## config.mk

```make
export PLATFORM = sky130hd
export DESIGN_NAME = mem_dma_arbiter
export DESIGN_NICKNAME = d
export VERILOG_FILES = /design/src/rtl/brus16_pkg.sv /design/src/rtl/mem_dma_arbiter.sv
export SDC_FILE = /design/constraint.sdc
export NUM_CORES = 1
export LEC_CHECK = 0
export ABC_AREA = 1
export BUFFER_PORTS_ARGS = -buffer_cell sky130_fd_sc_hd__buf_2
export CORE_AREA = 2 2 68 70
export DETAILED_ROUTE_END_ITERATION = 10
export DIE_AREA = 0 0 70 72
export HOLD_SLACK_MARGIN = 0.15
export PLACE_DENSITY = 0.88
export SLEW_MARGIN = 20
export SYNTH_ARGS = -nofsm -noshare
export SYNTH_HDL_FRONTEND = slang
export SYNTH_SLANG_ARGS = --single-unit
```

## constraint.sdc

```tcl
create_clock -name clk -period 1.9 [get_ports clk]
set_clock_uncertainty 0.1 [all_clocks]
set_input_delay 0.285 -clock clk [delete_from_list [all_inputs] [get_ports clk]]
set_output_delay 0.285 -clock clk [all_outputs]
set_load 0.005 [all_outputs]
```

## src/rtl/brus16_pkg.sv

```systemverilog
// Shared definitions for the brus16 data-memory path.
// Holds the DMA arbiter state encoding and the memory geometry.
package brus16_pkg;

  localparam int DATA_WIDTH = 13;
  localparam int WORD_WIDTH = 16;

  typedef enum logic [1:0] {
    IDLE  = 2'd0,
    FETCH = 2'd1,
    DRAIN = 2'd2
  } arb_state_e;

endpackage

```

## src/rtl/mem_dma_arbiter.sv

```systemverilog
// Shares the data bsram between the CPU and a per-frame video DMA burst.
// On vblank_start the CPU is halted, DMA_LEN words are streamed out, and
// the CPU's held read is re-issued before it is released.
// Ports:
//   clk, reset          : clock, synchronous active-high reset
//   vblank_start        : one-cycle burst request
//   cpu_mem_*           : CPU read/write side
//   cpu_halt            : registered CPU freeze
//   mem_*               : bsram ports (1-cycle read latency)
//   dma_valid/index/data: fetched word stream
//   dma_done            : pulse one cycle after the last word
module mem_dma_arbiter
  import brus16_pkg::*;
#(
  parameter int DATA_WIDTH = brus16_pkg::DATA_WIDTH,
  parameter int WORD_WIDTH = brus16_pkg::WORD_WIDTH,
  parameter int DMA_BASE   = 7680,
  parameter int DMA_LEN    = 512,
  parameter int IDX_WIDTH  = (DMA_LEN > 1) ? $clog2(DMA_LEN) : 1
) (
  input  logic                  clk,
  input  logic                  reset,
  input  logic                  vblank_start,
  input  logic [DATA_WIDTH-1:0] cpu_mem_din_addr,
  output logic [WORD_WIDTH-1:0] cpu_mem_din,
  input  logic                  cpu_mem_dout_we,
  input  logic [DATA_WIDTH-1:0] cpu_mem_dout_addr,
  input  logic [WORD_WIDTH-1:0] cpu_mem_dout,
  output logic                  cpu_halt,
  output logic [DATA_WIDTH-1:0] mem_dout_addr,
  input  logic [WORD_WIDTH-1:0] mem_dout,
  output logic                  mem_we,
  output logic [DATA_WIDTH-1:0] mem_din_addr,
  output logic [WORD_WIDTH-1:0] mem_din,
  output logic                  dma_valid,
  output logic [IDX_WIDTH-1:0]  dma_index,
  output logic [WORD_WIDTH-1:0] dma_data,
  output logic                  dma_done
);

  localparam logic [IDX_WIDTH-1:0] LAST_IDX =
    IDX_WIDTH'(DMA_LEN - 1);
  localparam logic [DATA_WIDTH-1:0] BASE_ADDR =
    DATA_WIDTH'(DMA_BASE);

  arb_state_e           state_q, state_d;
  logic [IDX_WIDTH-1:0] counter_q, counter_d;
  logic                 cpu_halt_q, cpu_halt_d;
  logic                 dma_valid_q, dma_valid_d;
  logic [IDX_WIDTH-1:0] dma_index_q, dma_index_d;
  logic                 dma_done_q, dma_done_d;

  always_ff @(posedge clk) begin
    if (reset) begin
      state_q     <= IDLE;
      counter_q   <= '0;
      cpu_halt_q  <= 1'b0;
      dma_valid_q <= 1'b0;
      dma_index_q <= '0;
      dma_done_q  <= 1'b0;
    end else begin
      state_q     <= state_d;
      counter_q   <= counter_d;
      cpu_halt_q  <= cpu_halt_d;
      dma_valid_q <= dma_valid_d;
      dma_index_q <= dma_index_d;
      dma_done_q  <= dma_done_d;
    end
  end

  always_comb begin
    state_d       = state_q;
    counter_d     = counter_q;
    cpu_halt_d    = cpu_halt_q;
    dma_valid_d   = 1'b0;
    dma_index_d   = dma_index_q;
    dma_done_d    = 1'b0;
    mem_dout_addr = cpu_mem_din_addr;
    unique case (state_q)
      IDLE: begin
        // vblank during FETCH/DRAIN falls through the other arms
        if (vblank_start) begin
          state_d    = FETCH;
          counter_d  = '0;
          cpu_halt_d = 1'b1;
        end
      end
      FETCH: begin
        // base + offset wraps at the top of the address space
        mem_dout_addr = BASE_ADDR + DATA_WIDTH'(counter_q);
        dma_valid_d   = 1'b1;
        dma_index_d   = counter_q;
        if (counter_q == LAST_IDX) begin
          state_d   = DRAIN;
          counter_d = '0;
        end else begin
          counter_d = counter_q + IDX_WIDTH'(1);
        end
      end
      DRAIN: begin
        // re-issue the CPU read so its data is ready on release
        state_d    = IDLE;
        cpu_halt_d = 1'b0;
        dma_done_d = 1'b1;
      end
      default: begin
        state_d    = IDLE;
        cpu_halt_d = 1'b0;
      end
    endcase
  end

  assign cpu_mem_din  = mem_dout;
  assign mem_din_addr = cpu_mem_dout_addr;
  assign mem_din      = cpu_mem_dout;
  assign mem_we       = cpu_mem_dout_we & ~cpu_halt_q;

  assign cpu_halt  = cpu_halt_q;
  assign dma_valid = dma_valid_q;
  assign dma_index = dma_index_q;
  // read data arrives one cycle after the FETCH address
  assign dma_data  = dma_valid_q ? mem_dout : '0;
  assign dma_done  = dma_done_q;

endmodule

```

# Yosys cells after proc, flatten, opt, wreduce, memory -nomap -nowiden
# Cells that the tools add are included.
# word_totals
ff_bits	23
latchBits	0
ramBits	0
mem_bits_ro	0
input_bits	62
out_inout_bits	87
wordCells	33
n_memories	0
# classes
n_addsub	2
multipliers	0
div	0
n_lt_le_gt_ge	0
n_eq_ne	5
shift	0
n_mux	12
n_bitwise	3
n_reduce_logical	5
# op_table
operator	n
9-bit two-way mux	2
9-bit case mux with 2 select lines	1
16-bit two-way mux	1
13-bit two-way mux	1
10-bit by 10-bit adder with 11-bit output (first input constant)	1
9-bit by 1-bit adder with 9-bit output (second input constant)	1
9-bit equality test (second input constant)	1
2-bit AND reduction	3
2-bit two-way mux	2
2-bit != test (second input constant)	2
2-bit case mux with 2 select lines	1
1-bit two-way mux	3
2-bit by 1-bit equality test with 1-bit output (second input constant)	1
2-bit equality test (second input constant)	1
2-bit zero test	1
1-bit NOT	2
1-bit case mux with 2 select lines	1
2-bit nonzero test	1
1-bit bitwise AND	1

# Depth between registers and ports, before layout
# logic_depth
ltp_word	3
depth_mapped	9
ltp_nobuf	9

# Worst setup path before layout
# OpenSTA, ideal clock, no wires.
# synth_path
path_type	register to register
from	reg counter_q[1]
to	reg counter_q[6]
setup_ns	0.115
t_arrival_ns	1.408
required_ns	1.685
setup_slack_ns	0.278
stages_incl_launch_ff	10
n_path_buf	0
synth_period_minus_slack_ns	1.622
path_cell_list	dfxtp_1 > ha_1 > nand3_1 > nor4_1 > ha_1 > inv_1 > nand3_1 > a21oi_4 > nand2_1 > nor2_1
# synth_via
elab_chain_len	3
elab_cells_between_ends	4
classes_between	add/sub (1); eq/ne (1); mux (2)
# synth_rtl
item	line	text
from (decl)	mem_dma_arbiter.sv:47	logic [IDX_WIDTH-1:0] counter_q, counter_d;
from (signal assigned)	mem_dma_arbiter.sv:63	counter_q <= counter_d;
9-bit by 1-bit adder with 9-bit output / 9-bit equality test (equally long branches)	mem_dma_arbiter.sv:97, mem_dma_arbiter.sv:93	
9-bit two-way mux *	mem_dma_arbiter.sv:93	if (counter_q == LAST_IDX) begin
9-bit case mux with 2 select lines *	mem_dma_arbiter.sv:79	unique case (state_q)
# Mark *: on every way between the ends. The rest lies on a longest branch, timed or not.
# A chain may end at the register's enable or synchronous reset.

# Worst setup path after layout
# layout_path
from	reg state_q[0]
to	out mem_dout_addr[0]
# layout_via
elab_chain_len	2
# layout_rtl
item	line	text
from (decl)	mem_dma_arbiter.sv:46	arb_state_e state_q, state_d;
from (signal assigned)	mem_dma_arbiter.sv:62	state_q <= state_d;
2-bit by 1-bit equality test with 1-bit output	mem_dma_arbiter.sv:79	
13-bit two-way mux	mem_dma_arbiter.sv:79	
to (decl)	mem_dma_arbiter.sv:30	output logic [DATA_WIDTH-1:0] mem_dout_addr,
# No other way between the ends.

==> flow_summary_export.csv <==
group,metric,value,unit
run_status,status,"finished, final reports clean",
worst_hold_path,hold_class,"in2reg",
worst_hold_path,whs_endpoint,"cpu_halt",
routing,drt-initial-drc-count,52,
final_layout,synthToLayoutAreaGrowth,14.7,%
critical_path,worstPathMaxFanout,15,
final_layout,layout_common_cells,"buf_2 (90), nand2_1 (67), inv_1 (27)",
synthesis,synth_compound_area_share,7.48,%
timing,max_freq,560,MHz
critical_path,worstReg2RegEnd,"counter_q[5]",
floorplan,die_x,70,um
synthesis,synth.area.mux_share,0,%
synthesis,synth_warnings,0,
synthesis,synthCells,227,
global_routing,grt_use_total,14.8,%
global_routing,grt_pass1_wl,5990,um
critical_path,r2r_start,"counter_q[0]",
clock_network,clk_latency,0.26,ns
synthesis,syn-cell-area,1510,um^2
timing,period_minus_slack,1.78,ns
pwr,p_int,728,uW
synthesis,ys_seq_area_share,30.6,%
floorplan,ios,149,
global_routing,first_global_vias,1307,
floorplan,die_height,72,um
worst_hold_path,worstHoldStart,"vblank_start",
placement,place_congestion,0.865,
synthesis,synth-xor-area-share,0,%
routing,dr_total_vias,1430,
floorplan,coreArea,4260,um^2
routing,dr.pass1.iters,4,
timing,rsz0062_at_grt,"yes",
routing,drc,0,
placement,dp_cells,320,
synthesis,avgSynthCellArea,6.64,um^2
clock_network,clock_path_buffers,2,
routing,drt-wirelength-per-cell,11.9,um
critical_path,rrSetupSlack,0.12,ns
critical_path,cpMaxStageDelayCell,"dfxtp_1",
synthesis,yosysUniqueCellTypes,23,
critical_path,crit_top_cell,"nand2_1",
timing,hold_viol,0,
synthesis,synthAdderAreaFrac,1.66,%
timing,min_period_over_period,93.9,%
pwr,powerDensity,572,nW/um^2
pwr,p_sw,261,uW
critical_path,crit_required,1.51,ns
final_layout,drive_gt1_share,39.7,%
synthesis,synthArstFlopShare,0,%
pwr,total_power,989,uW
final_layout,n_antenna_cell,0,
critical_path,worstSetupEndpointType,"primary output",
floorplan,rows,24,
synthesis,synthSimpleGateAreaFrac,28.2,%
synthesis,synth_edf_count,0,
clock_network,cts_root_buffer,"clkbuf_8",
critical_path,slowest_delay,0.49,ns
pwr,sw_frac_of_total,26.4,%
synthesis,synthesis.nets,291,
global_routing,grt_overflow,0,
pwr,ir_drop,0.000216,V
clock_network,postCtsSetupRepairBufs,0,
routing,wl,3870,um
final_layout,nets,337,
timing,final-setup-viol-count,0,
pwr,pwr-share-comb,18.6,%
placement,dp_hpwl,3270,um
clock_network,cts_hold_buf,0,
synthesis,ys_seq_elements,23,
final_layout,fin_util,40.5,%
placement,place_area,1670,um^2
clock_network,h-tree-depth,1,
clock_network,cts_sinks,23,
pwr,power_leakage,0.00102,uW
placement,portBuffers,90,
global_routing,grt_antenna_before_repair,0,
timing,whs,0.263,ns
floorplan,dieArea,5040,um^2
synthesis,synth_top_family_by_area,"buffers and inverters",
critical_path,critPathLaunchType,"register",
pwr,p_clk_share,30.6,%
timing,worstMarginPinSlew,0.502,ns
final_layout,final_cells,324,
routing,avgViaCountPerCell,4.41,
floorplan,initial_core_util,35.3,%
timing,slew_headroom,66.5,%
clock_network,cts_buffers,3,
critical_path,critPathKind,"reg2out",
clock_network,cts_tree,"built",
clock_network,path_clk_slew,0.08,ns
pwr,p_seq_share,50.8,%
final_layout,final_cell_area,1730,um^2
final_layout,final_common_cell,"buf_2",
critical_path,cp.arrival,1.40,ns
flow_run,drv_cap,0,
synthesis,synth_ff_type,"dfxtp_1",
timing,drv_slew,0,
worst_hold_path,hold_depth,3,
global_routing,grt_max_degree,19,
critical_path,crit_chain,"nand2_4 -> inv_4 -> nand2_1 -> nand2_1 -> buf_2",
critical_path,r2r_cells,9,
routing,drtAntennaViolNets,0,
[cells in the mapped netlist (all sizes together) (2+ instances only)]
cell type  instances  area share [%]
a211oi             2             1.0
clkbuf             2            0.50
nand2             69              18
ha                 2             1.7
nand3              8             2.7
inv               29             7.2
nor3               4             1.3
buf               50              24
dfxtp             23              31
a21oi             14             5.4
nor2              16             4.2
or2                4             1.7
[cells by family after synthesis]
logic type | count (synthesis)
and+or+nand+nor | 103
adders and majority gates | 2
AOI/OAI and AO/OA | 18
DFF | 23
buffers and inverters | 81
[power by group through the flow]
| stage | sequential [uW] | combinational, uW | clock [uW] |
|---|---|---|---|
| global route | 505 | 208 | 332 |
| global placement | 513 | 180 | 0 |
| floorplan | 509 | 161 | 0 |
| CTS | 502 | 186 | 307 |
| finish | 502 | 184 | 303 |
| detailed placement | 513 | 184 | 0 |
[critical path: cells and delay by family (launching register included)]
| family | cells | cell delay, ns |
|---|---|---|
| buffers and inverters | 2 | 0.28 |
| and+or+nand+nor | 3 | 0.35 |
| DFF | 1 | 0.49 |
[sequential cells by signal, summed over array words and instances, names as in the netlist]
register	cells
counter_q	9
dma_index	9
state_q	2
dma_valid	1
dma_done	1
cpu_halt	1
[per-layer routing]
layer / up-vias / track usage (%) / wire length, um
li1: 730 / - / -
met1: 617 / 14.9 / 1370
met2: 75 / 28.8 / 2110
met3: 8 / 5.28 / 345
met4: 0 / 4.27 / 48
met5: - / 0 / 0
[repair_timing]
item / 4_1_cts / 5_1_grt
endpoints found under the setup margin: 2 / 19
gates cloned: 0 / 0
pin swaps: 0 / 1
resized for setup: 1 / 2
[per-stage QoR]
step | setup TNS, ns | setup slack [ns]
floorplan | 0 | 0.278
global placement | 0 | 0.184
detailed placement | 0 | 0.100
CTS | 0 | 0.0508
global route | -0.0283 | -0.0230
finish | 0 | 0.115
[worst max-delay path by stage]
stage,slack [ns],cells after the start,from,to
final,0.12,5,state_q[0],mem_dout_addr[0]
after global placement,0.18,9,counter_q[0],counter_q[6]
after CTS,0.05,5,state_q[0],mem_dout_addr[6]
after global routing,-0.02,9,counter_q[0],counter_q[6]
after detailed placement,0.1,9,counter_q[0],counter_q[5]
after floorplan,0.28,9,counter_q[1],counter_q[6]
[layout make-up]
| type | instances | area [um^2] |
|---|---|---|
| sequential | 23 | 460 |
| clock buffer | 4 | 45.0 |
| multi-input combinational | 123 | 573 |
| timing repair buffer | 93 | 473 |
| fill | 446 | 2540 |
| inverter | 29 | 111 |
| tap | 52 | 65.1 |
(Power assumes the default switching activity.)
